$ cat config.mk
export PLATFORM = sky130hd
export DESIGN_NAME = bullet_ctrl
export DESIGN_NICKNAME = d
export VERILOG_FILES = /design/src/rtl/bullet_ctrl.sv
export SDC_FILE = /design/constraint.sdc
export NUM_CORES = 1
export LEC_CHECK = 0
export CORE_UTILIZATION = 55
export CTS_CLUSTER_DIAMETER = 50
export CTS_CLUSTER_SIZE = 40
export DETAILED_ROUTE_END_ITERATION = 10
export GPL_TIMING_DRIVEN = 0
export PLACE_DENSITY_LB_ADDON = 0.15
export SKIP_LAST_GASP = 1
export SYNTH_ARGS = -nofsm -noshare
export SYNTH_HDL_FRONTEND = slang
export SYNTH_SLANG_ARGS = --single-unit
$ cat constraint.sdc
create_clock -name clk -period 3.5 [get_ports clk]
set_input_delay 0.7 -clock clk [delete_from_list [all_inputs] [get_ports clk]]
set_output_delay 0.7 -clock clk [all_outputs]
set_load 0.01 [all_outputs]
$ cat src/rtl/bullet_ctrl.sv
// bullet_ctrl: NSLOT bullet slots moved once per frame, spawned from pending fire
// requests, with a registered sprite-ROM pixel lookup. Define BULLET_HIT_EN for hit_vld/hit_idx.
module bullet_ctrl #(
  parameter int NSLOT = 4,
  parameter int SPEED = 4,
  parameter int SCR_H = 480
) (
  input  logic             clk,
  input  logic             rst_n,
  input  logic             frame_tick,
  input  logic             fire_p,
  input  logic [9:0]       p_x,
  input  logic [9:0]       p_y,
  input  logic             fire_e,
  input  logic [9:0]       e_x,
  input  logic [9:0]       e_y,
  input  logic [9:0]       pix_x,
  input  logic [9:0]       pix_y,
`ifdef BULLET_HIT_EN
  input  logic             hit_vld,
  input  logic [2:0]       hit_idx,
`endif
  output logic [2:0]       rom_x,
  output logic [2:0]       rom_y,
  output logic             rom_en,
  output logic             busy,
  output logic [NSLOT-1:0] active
);

  typedef enum logic [1:0] {
    IDLE   = 2'd0,
    UPDATE = 2'd1,
    SPAWN  = 2'd2
  } state_t;

  state_t                 state_q;
  logic [2:0]             cnt_q;
  logic                   busy_q;

  logic [NSLOT-1:0]       valid_q, valid_d;
  logic [NSLOT-1:0]       dir_q, dir_d;
  logic [NSLOT-1:0][9:0]  x_q, x_d;
  logic [NSLOT-1:0][9:0]  y_q, y_d;
  logic                   pend_p_q, pend_p_d;
  logic                   pend_e_q, pend_e_d;
  logic                   prio_q, prio_d;

  logic                   rom_en_q, rom_en_d;
  logic [2:0]             rom_x_q, rom_x_d;
  logic [2:0]             rom_y_q, rom_y_d;

  logic                   free1_vld_s, free2_vld_s;
  logic [2:0]             free1_s, free2_s;
  logic                   grant_p_s, grant_e_s, prio_flip_s;
  logic [2:0]             slot_p_s, slot_e_s;

  // Lowest and second-lowest free slot indices.
  always_comb begin
    free1_vld_s = 1'b0;
    free2_vld_s = 1'b0;
    free1_s     = 3'd0;
    free2_s     = 3'd0;
    for (int i = 0; i < NSLOT; i++) begin
      if (valid_q[i]) begin
      end else if (!free1_vld_s) begin
        free1_vld_s = 1'b1;
        free1_s     = 3'(i);
      end else if (!free2_vld_s) begin
        free2_vld_s = 1'b1;
        free2_s     = 3'(i);
      end else begin
      end
    end
  end

  // Spawn arbitration between pending player and enemy requests.
  always_comb begin
    grant_p_s   = 1'b0;
    grant_e_s   = 1'b0;
    prio_flip_s = 1'b0;
    slot_p_s    = free1_s;
    slot_e_s    = free1_s;
    if (state_q != SPAWN) begin
    end else if (pend_p_q && pend_e_q) begin
      if (free2_vld_s) begin
        grant_p_s = 1'b1;
        grant_e_s = 1'b1;
        slot_e_s  = free2_s;
      end else if (free1_vld_s) begin
        // One slot for two requesters: the prio owner wins, then ownership flips.
        grant_p_s   = ~prio_q;
        grant_e_s   = prio_q;
        prio_flip_s = 1'b1;
      end else begin
      end
    end else begin
      grant_p_s = pend_p_q & free1_vld_s;
      grant_e_s = pend_e_q & free1_vld_s;
    end
  end

  // Slot next-state: per-frame motion, spawn loads, optional hit kill.
  always_comb begin
    valid_d = valid_q;
    dir_d   = dir_q;
    x_d     = x_q;
    y_d     = y_q;
    for (int i = 0; i < NSLOT; i++) begin
      if (state_q == UPDATE && cnt_q == 3'(i) && valid_q[i]) begin
        if (!dir_q[i]) begin
          if (y_q[i] < 10'(SPEED)) valid_d[i] = 1'b0;
          else                     y_d[i] = y_q[i] - 10'(SPEED);
        end else begin
          if (({1'b0, y_q[i]} + 11'(SPEED)) > 11'(SCR_H - 6)) valid_d[i] = 1'b0;
          else                                                y_d[i] = y_q[i] + 10'(SPEED);
        end
      end else if (grant_p_s && slot_p_s == 3'(i)) begin
        valid_d[i] = 1'b1;
        dir_d[i]   = 1'b0;
        x_d[i]     = p_x;
        y_d[i]     = p_y;
      end else if (grant_e_s && slot_e_s == 3'(i)) begin
        valid_d[i] = 1'b1;
        dir_d[i]   = 1'b1;
        x_d[i]     = e_x;
        y_d[i]     = e_y;
      end else begin
      end
`ifdef BULLET_HIT_EN
      if (hit_vld && hit_idx == 3'(i)) valid_d[i] = 1'b0;
      else begin
      end
`endif
    end
    pend_p_d = fire_p | (pend_p_q & ~grant_p_s);
    pend_e_d = fire_e | (pend_e_q & ~grant_e_s);
    prio_d   = prio_q ^ prio_flip_s;
  end

  // Pixel coverage; descending scan so the lowest covering index wins.
  always_comb begin
    rom_en_d = 1'b0;
    rom_x_d  = 3'd0;
    rom_y_d  = 3'd0;
    for (int i = NSLOT - 1; i >= 0; i--) begin
      if (valid_q[i] && ((pix_x - x_q[i]) <= 10'd5) && ((pix_y - y_q[i]) <= 10'd5)) begin
        rom_en_d = 1'b1;
        rom_x_d  = 3'(pix_x - x_q[i]);
        rom_y_d  = 3'(pix_y - y_q[i]);
      end else begin
      end
    end
  end

  // Frame FSM: IDLE -> UPDATE (one slot per cycle) -> SPAWN -> IDLE.
  always_ff @(posedge clk or negedge rst_n) begin
    if (!rst_n) begin
      state_q <= IDLE;
      cnt_q   <= 3'd0;
      busy_q  <= 1'b0;
    end else begin
      case (state_q)
        IDLE: begin
          if (frame_tick) begin
            state_q <= UPDATE;
            busy_q  <= 1'b1;
          end else begin
            busy_q  <= 1'b0;
          end
          cnt_q <= 3'd0;
        end
        UPDATE: begin
          if (cnt_q == 3'(NSLOT - 1)) begin
            state_q <= SPAWN;
            cnt_q   <= 3'd0;
          end else begin
            cnt_q   <= cnt_q + 3'd1;
          end
          busy_q <= 1'b1;
        end
        SPAWN: begin
          state_q <= IDLE;
          busy_q  <= 1'b0;
          cnt_q   <= 3'd0;
        end
        default: begin
          state_q <= IDLE;
          busy_q  <= 1'b0;
          cnt_q   <= 3'd0;
        end
      endcase
    end
  end

  // Slot, request and lookup registers.
  always_ff @(posedge clk or negedge rst_n) begin
    if (!rst_n) begin
      valid_q  <= '0;
      dir_q    <= '0;
      x_q      <= '0;
      y_q      <= '0;
      pend_p_q <= 1'b0;
      pend_e_q <= 1'b0;
      prio_q   <= 1'b0;
      rom_en_q <= 1'b0;
      rom_x_q  <= 3'd0;
      rom_y_q  <= 3'd0;
    end else begin
      valid_q  <= valid_d;
      dir_q    <= dir_d;
      x_q      <= x_d;
      y_q      <= y_d;
      pend_p_q <= pend_p_d;
      pend_e_q <= pend_e_d;
      prio_q   <= prio_d;
      rom_en_q <= rom_en_d;
      rom_x_q  <= rom_x_d;
      rom_y_q  <= rom_y_d;
    end
  end

  assign rom_en = rom_en_q;
  assign rom_x  = rom_x_q;
  assign rom_y  = rom_y_q;
  assign busy   = busy_q;
  assign active = valid_q;

endmodule

Yosys cells after proc, flatten, opt, wreduce, memory -nomap -nowiden
Cells that the tools add are included.
Widths: inputs -> output; s select.
{"block": "totals", "regBits": 104, "in_bits": 65, "output_inout_bits": 12, "wordCells": 272}
{"block": "op_classes", "addsub": 21, "order_cmp": 16, "eq_ne": 29, "n_mux": 117, "bitwise": 14, "n_reduce_logical": 50}
{"op": "$mux 10", "count": 32}
{"op": "$le 10x3->1 const B", "count": 8}
{"op": "$sub 10x10->10", "count": 8}
{"op": "$mux 3", "count": 23}
{"op": "$mux 1", "count": 58}
{"op": "$add 10x3->11 const B", "count": 4}
{"op": "$gt 11x9->1 const B", "count": 4}
{"op": "$add 10x3->10 const B", "count": 4}
{"op": "$lt 10x3->1 const B", "count": 4}
{"op": "$sub 10x3->10 const B", "count": 4}
{"op": "$logic_and 1x1->1", "count": 25}
{"op": "$ne 3x2->1 const B", "count": 8}
{"op": "$ne 3x3->1 const B", "count": 8}
{"op": "$reduce_and 3->1", "count": 8}
{"op": "$eq 3x2->1 const B", "count": 6}
{"op": "$reduce_bool 3->1", "count": 4}
{"op": "$reduce_and 2->1", "count": 5}
{"op": "$eq 3x1->1 const B", "count": 3}
{"op": "$logic_not 3->1", "count": 3}
{"op": "$reduce_bool 2->1", "count": 4}
{"op": "$not 1->1", "count": 7}
{"op": "$and 1x1->1", "count": 4}
{"op": "$mux 2", "count": 2}
{"op": "$ne 2x2->1 const B", "count": 2}
{"op": "8 further kinds", "count": 9}

Longest topological paths before layout
Gate-level depths: netlist of the first run.
{"block": "logic_depth", "depth_word": 16, "ltp_mapped": 13, "mapped_depth_nobuf": 12}

Worst setup path after synthesis of the first run
Ideal clock, no wire load.
{"block": "synth_path", "path_kind": "input port to flip-flop", "startpoint": "input pix_y[0]", "endpoint": "register rom_x_q[0] (netlist: rom_x[0])", "setup_ps": 99, "arrival_time_ps": 3616, "required_ps": 3401, "slack_ps": -216, "path_stages": 13, "n_path_buf": 1, "path_cell_list": "inv_1 > ha_1 > inv_1 > fa_1 > a2111oi_0 > o2111ai_1 > o41ai_1 > o221ai_1 > nor4_1 > or4b_1 > buf_2 > or3_1 > a311oi_1"}
{"block": "synth_via", "elab_chain_len": 7, "word_cells_on_any_way": 16, "cone_classes": "add/sub: 4; order compare: 4; mux: 4; reduce/logical: 4"}
{"item": "start, declared", "line": "18", "source": "input logic [9:0] pix_y,"}
{"item": "$sub 10x10->10"}
{"item": "$le 10x3->1", "line": "146", "source": "if (valid_q[i] && ((pix_x - x_q[i]) <= 10'd5) && ((pix_y - y_q[i]) <= 10'd5)) begin"}
{"item": "$logic_and 1x1->1", "line": "146"}
{"item": "$mux 3 (3 in a row)", "line": "146"}
{"item": "$mux 3 *", "line": "146"}
{"item": "net rom_x_d[0]", "line": "49", "source": "logic [2:0] rom_x_q, rom_x_d;"}
{"item": "end signal, assigned", "line": "217", "source": "rom_x_q <= rom_x_d;"}
{"item": "end, declared", "line": "49"}
The timed path passes the listed nets; every way through them passes the cells marked *.
A chain may end at the register's enable or synchronous reset.

Final worst setup path of the first run
Same ends and word-level chain as after synthesis.

==> results of run 1 <==
cell families (layout without fill, tap and decap cells):
logic type | Yosys count | in the layout
simple gates | 393 | 393
buf+inv | 174 | 280
compound gates | 414 | 414
xor+xnor | 42 | 42
fa+ha+maj | 99 | 99
mux | 82 | 82
flops | 104 | 104
cells in the final DEF, fill, tap and decap left out, types with 13 or more instances in the layout:
cell type        instances
mux2i_1                 73
nor4_1                  13
clkbuf_1                29
o22ai_1                 14
nor2_1                  88
o21a_1                  15
dfrtp_1                101
clkdlybuf4s50_1         55
inv_1                  112
and3_1                  18
nor3_1                  38
nand2_1                102
a21oi_1                 95
clkbuf_2                16
nand3_1                 29
ha_1                    80
a21o_1                  19
xor2_1                  18
o21ai_0                 99
buf_4                   20
xnor2_1                 20
nand2b_1                25
per-layer routing:
layer	track usage	routed length (um)	vias to the layer above
met5	0	0	-
li1	-	-	5041
met1	0.483	15000	5153
met3	0.0342	2260	71
met2	0.540	15600	475
met4	0.115	964	0
worst min-delay path by stage:
stage                end  slack (ns)  depth (start not counted)
2_1_floorplan  active[0]        0.40                          0
4_1_cts          x_q[38]        0.35                          1
3_5_place_dp     x_q[33]        0.47                          2
6_report         x_q[38]        0.33                          1
3_3_place_gp     x_q[32]        0.46                          2
5_1_grt          x_q[37]        0.38                          1
flip-flops by register name, summed over array words and instances (netlist names), 2 cells and up:
| register | flops |
|---|---|
| rom_y | 3 |
| active | 4 |
| y_q | 40 |
| rom_x | 3 |
| x_q | 40 |
| dir_q | 4 |
| state_q | 2 |
| cnt_q | 3 |
report_power, final:
group          total, W  internal [W]  switching, W
clock network   0.00104      0.000514      0.000525
logic           0.00658       0.00265       0.00392
registers       0.00216       0.00169      0.000466
total           0.00977       0.00486       0.00492
metrics by stage:
stage	hold slack [ns]	util
floorplan	0.404	-
global placement	0.463	0.620
detailed placement	0.470	0.621
CTS	0.346	0.651
global route	0.376	0.667
finish	0.329	0.667
worst max-delay path, cell delays in order:
cell,delay [ns]
buf_8,0.10
inv_8,0.06
ha_4,0.12
inv_2,0.04
fa_2,0.43
a2111oi_4,0.31
o2111ai_2,0.18
o41ai_2,0.11
o221ai_1,0.20
nor4_2,0.29
or4b_4,0.56
or3_4,0.41
a311oi_4,0.34
final cells by class:
class | instances | area, um2
Clock buffer | 10 | 239
Sequential cell | 104 | 2610
Multi-Input combinational cell | 1030 | 7710
Fill cell | 1597 | 6230
Tap cell | 234 | 293
Buffer | 50 | 210
Inverter | 117 | 447
Timing Repair Buffer | 97 | 917
Clock inverter | 6 | 51.3
what timing repair did:
action	in CTS	in global routing
endpoints found under the hold margin	0	0
setup buffers	12	8
cloned	0	0
endpoints found under the setup margin	76	69
gates resized for setup	87	66
pin swaps	19	18
==> results.sh, run 1 <==
export IMPL_tritoncts="done"
export IMPL_setup_slack_ns=-0.108
export IMPL_worstSetupStartpoint="pix_y[0]"
export IMPL_synth_common_cells="117 x inv_1, 104 x dfrtp_1, 102 x nand2_1"
export IMPL_synthAdderAreaFrac=0.124
export IMPL_ir_drop_uv=405
export IMPL_final_area_mm2=0.0125
export IMPL_drt_first_iter_violations=1249
export IMPL_syn_avg_cell_area_um2=8.02
export IMPL_fp_dieH_um=140
export IMPL_yosysMostFrequentCell="inv_1"
export IMPL_dr_pass1_iters=6
export IMPL_synthFlopType="dfrtp_1"
export IMPL_cts_clk_slew_worst_paths_ns=0.08
export IMPL_max_freq_mhz=277
export IMPL_cp_required_ns=3.75
export IMPL_die_area_mm2=0.0196
export IMPL_diodes=0
export IMPL_p_total_w=0.00977
export IMPL_synthTopCellsByArea="dfrtp_1 25%, ha_1 11%, mux2i_1 7.0%"
export IMPL_drc=0
export IMPL_slew_violations=0
export IMPL_ys_ff_latch=104
export IMPL_io_buffers=76
export IMPL_slew_headroom=0.469
export IMPL_rows=50
export IMPL_cts_buffer_depth=2
export IMPL_worst_pin_slew_ns=0.796
export IMPL_regToRegSetupSlack_ns=-0.05
export IMPL_totalWireLength_um=33800
export IMPL_period_minus_slack_ns=3.61
export IMPL_ios=77
export IMPL_synthMuxAreaShare=0.0793
export IMPL_instances_no_fill=1648
export IMPL_root_buffer="clkbuf_16"
export IMPL_ant_nets=0
export IMPL_cts_hold_buffers=0
export IMPL_avgViaCountPerCell=6.52
export IMPL_hpwl_um=25900
export IMPL_status="complete, but fails checks"
export IMPL_synth_compound_area_frac=0.263
export IMPL_synth_edff_count=0
export IMPL_hold_path_class="primary input to asynchronous set/reset pin"
export IMPL_syn_num_nets=1472
export IMPL_skew_ns=0.00946
export IMPL_numCtsBuffers=9
export IMPL_netlist_instances=1308
export IMPL_drive_above_1_share=0.110
export IMPL_finalSetupTns_ns=-0.397
export IMPL_initial_core_util=0.561
export IMPL_synthArstFlopShare=1.00
export IMPL_yosysTopAreaCell="dfrtp_1"
export IMPL_first_global_vias=9757
export IMPL_syn_area_mm2=0.0105
export IMPL_synth_top_family_by_area="compound AO/OA/AOI/OAI gates"
export IMPL_worstSetupStartpointType="primary input"
export IMPL_r2r_start="y_q[20]"
export IMPL_place_ws_ns=-1.25
export IMPL_rsz0062_at_grt="true"
export IMPL_synth_xor_area_frac=0.0358
export IMPL_path_class="primary input to register"
export IMPL_nets=1573
export IMPL_htree_levels=3
export IMPL_grt_use_total=0.340
export IMPL_clock_latency_ns=0.37
export IMPL_place_congestion=1.01
export IMPL_wire_per_inst_um=20.5
export IMPL_vias=10700
export IMPL_antenna_found_initial=0
export IMPL_dpl_instance_area_mm2=0.0116
export IMPL_worst_r2r_endpoint="rom_x[0]"
export IMPL_die_x_um=140
export IMPL_critPathCapture="rom_x[0]"
export IMPL_critPathMaxFanout=7
export IMPL_cp_end_kind="register"
export IMPL_fin_crit_sh=1.03
export IMPL_grt_pass1_wl_um=52000
export IMPL_ys_warn_count=0
export IMPL_worstPathArrival_ns=3.86
export IMPL_synth_yosys_seq_area_share=0.248
export IMPL_post_place_cells=1619
export IMPL_violations="setup timing"
export IMPL_synth_simple_gate_area_share=0.187
export IMPL_leakagePower_nw=5.50
export IMPL_reg2reg_depth=11
export IMPL_power_density_mw_per_mm2=784
export IMPL_yosysUniqueCellTypes=78
export IMPL_setup_viol=5
export IMPL_cap_violations=0
export IMPL_clock_sinks=104
export IMPL_final_hold_violation_count=0
export IMPL_area_delta_synth_final_pct=18.9
export IMPL_grt_max_degree=63
export IMPL_core_mm2=0.0187
export IMPL_synth_top_area_share=0.248
export IMPL_gr_total_overflow=0
(Power assumes the default switching activity.)
==> inputs of run 2 (changes only) <==
--- a/config.mk
+++ b/config.mk
@@ -5,7 +5,9 @@
 export SDC_FILE = /design/constraint.sdc
 export NUM_CORES = 1
 export LEC_CHECK = 0
-export CORE_UTILIZATION = 55
+export CELL_PAD_IN_SITES_DETAIL_PLACEMENT = 1
+export CELL_PAD_IN_SITES_GLOBAL_PLACEMENT = 2
+export CORE_UTILIZATION = 33
 export CTS_CLUSTER_DIAMETER = 50
 export CTS_CLUSTER_SIZE = 40
 export DETAILED_ROUTE_END_ITERATION = 10
==> run 2 against run 1 <==
  * The flow still finishes with violations (setup timing)
  * Clock power up 5%
  * Fmax increased by 2.6%
  * Combinational power is 2% higher
  * Clock-buffer cell count rose by 1
  * Utilization down 26 points
  * Critical path depth rose by 1
  * Total power increased by 2.4%
  * Largest power group unchanged
==> results.sh, run 2 (synthesis results as in run 1) <==
export IMPL_first_global_vias=10600
export IMPL_dr_pass1_iters=4
export IMPL_gr_total_overflow=0
export IMPL_drc=0
export IMPL_cts_buffer_depth=2
export IMPL_ant_nets=0
export IMPL_pwr_share_seq=0.221
export IMPL_totalWireLength_um=40200
export IMPL_drive_above_1_share=0.111
export IMPL_grt_pass1_wl_um=62800
export IMPL_rows=64
export IMPL_grt_max_degree=64
export IMPL_cap_violations=0
export IMPL_skew_ns=0.0110
export IMPL_ios=77
export IMPL_timing_hold_ws_ns=0.241
export IMPL_setup_viol=1
export IMPL_grt_use_total=0.248
export IMPL_ir_drop_uv=302
export IMPL_hpwl_um=32500
export IMPL_crit_buf_inv=4
export IMPL_die_x_um=180
export IMPL_cp_required_ns=3.76
export IMPL_hold_path_class="primary input to asynchronous set/reset pin"
export IMPL_numCtsBuffers=9
export IMPL_pwr_share_comb=0.670
export IMPL_p_total_w=0.0100
export IMPL_fp_dieH_um=180
export IMPL_regArea_mm2=0.00261
export IMPL_critPathMaxFanout=6
export IMPL_worstPathArrival_ns=3.78
export IMPL_status="complete, but fails checks"
export IMPL_violations="setup timing"
export IMPL_avgViaCountPerCell=5.80
export IMPL_internal_power_w=0.00492
export IMPL_critPathSlowestCell="or4b_4"
export IMPL_finalSetupTns_ns=-0.0159
export IMPL_regToRegSetupSlack_ns=0.03
export IMPL_vias=10400
export IMPL_power_density_mw_per_mm2=793
export IMPL_cp_end_kind="register"
export IMPL_fin_crit_sh=1.00
export IMPL_path_class="primary input to register"
export IMPL_slowest_delay_ns=0.59
export IMPL_wire_per_inst_um=22.4
export IMPL_setup_slack_ns=-0.0159
export IMPL_worst_r2r_endpoint="rom_x[0]"
export IMPL_cts_hold_buffers=0
export IMPL_r2r_start="y_q[20]"
export IMPL_switchingPower_w=0.00509
export IMPL_max_freq_mhz=284
export IMPL_post_place_cells=1781
export IMPL_layout_commonest_cell="inv_1"
export IMPL_multi_input_area_mm2=0.00775
export IMPL_tritoncts="done"
export IMPL_worstSetupStartpointType="primary input"
export IMPL_instances_no_fill=1795
export IMPL_slew_headroom=0.471
export IMPL_clock_sinks=104
export IMPL_rsz0062_at_grt="true"
export IMPL_period_minus_slack_ns=3.52
export IMPL_htree_levels=3
export IMPL_core_mm2=0.0309
export IMPL_io_buffers=76
export IMPL_final_hold_violation_count=0
export IMPL_reg2reg_depth=12
export IMPL_root_buffer="clkbuf_16"
export IMPL_antenna_found_initial=0
export IMPL_initial_core_util=0.339
export IMPL_p_sw_frac=0.508
export IMPL_leakagePower_nw=5.42
export IMPL_cpLargestDelayFamily="compound AO/OA/AOI/OAI gates"
export IMPL_die_area_mm2=0.0325
export IMPL_clock_latency_ns=0.37
export IMPL_worst_pin_slew_ns=0.793
export IMPL_nFillCells=3698
export IMPL_largest_registers="x_q (40), y_q (40)"
export IMPL_cts_clk_slew_worst_paths_ns=0.08
export IMPL_pwr_share_clk=0.109
export IMPL_final_cell_mix="112 x inv_1, 102 x nand2_1, 98 x o21ai_0"
export IMPL_area_delta_synth_final_pct=20.4
export IMPL_place_congestion=0.909
export IMPL_path_cells="buf_8 > inv_8 > ha_4 > inv_2 > fa_2 > a21o_1 > a221oi_4 > buf_4 > o21bai_1 > a21oi_1 > xnor2_1 > or4b_4 > or3_4 > a311oi_4"
export IMPL_place_ws_ns=-1.50
export IMPL_nets=1557
export IMPL_drt_first_iter_violations=470
export IMPL_slew_violations=0
[run 2: changes by cell type in the layout (fill, tap and decap cells not counted), sizes merged]
cell	delta
dlygate4sd2	-6
clkinvlp	+1
clkinv	-2
diode	+1
inv	-1
bufinv	+1
buf	-9
[run 2: worst register-to-register path, stage by stage, from the launching register on]
cell      delay (ns)
dfrtp_2         0.42
ha_4            0.16
inv_2           0.04
fa_2            0.41
a21o_1          0.21
a221oi_4        0.29
buf_4           0.17
o21bai_1        0.06
a21oi_1         0.20
xnor2_1         0.13
or4b_4          0.59
or3_4           0.41
a311oi_4        0.26
[run 2: worst max path at each step]
stage | to | slack, ns | cells past startpoint | start
6_report | rom_x[0] | -0.02 | 14 | pix_y[0]
5_1_grt | rom_x[0] | -0.07 | 13 | pix_y[0]
4_1_cts | rom_x[0] | -0.03 | 13 | pix_y[0]
3_5_place_dp | rom_y[1] | -1.50 | 10 | pix_x[1]
3_3_place_gp | prio_q | -2.89 | 1 | rst_n
2_1_floorplan | rom_x[0] | 0.001 | 11 | pix_y[2]
[run 2: cell type report]
| class | count | area share |
|---|---|---|
| well taps | 396 | 0.0393 |
| clock buffers | 11 | 0.0184 |
| clock inverters | 5 | 0.00446 |
| diodes | 1 | 0.000198 |
| multi-input cells | 1030 | 0.614 |
| repair buffers | 86 | 0.0655 |
| plain buffers | 45 | 0.0152 |
| flip-flops and latches | 104 | 0.207 |
| inverters | 117 | 0.0358 |
[run 2: routing by layer]
layer	global-route usage	wire, um
met5	0	0
met4	0.0475	508
met3	0.0192	1090
met2	0.414	19100
met1	0.351	19600
[run 2: metrics by stage]
stage          instance area [um2]   util
6_report                     12600  0.408
4_1_cts                      12400  0.401
5_1_grt                      12600  0.408
3_5_place_dp                 11800  0.382
3_3_place_gp                 11800  0.382
2_1_floorplan                10500      -
[run 2: power by group through the flow]
stage	sequential, W	combinational [W]	clock (W)
global placement	0.00214	0.00619	0
floorplan	0.00201	0.00456	0
global route	0.00229	0.00742	0.00116
finish	0.00221	0.00671	0.00109
detailed placement	0.00215	0.00627	0
CTS	0.00217	0.00647	0.00112
[run 2: timing repair]
item                                    in CTS  in global routing
endpoints found under the setup margin      87                 83
buffers inserted                             7                  2
gates resized for setup                    120                 63
pin swaps                                   17                 21
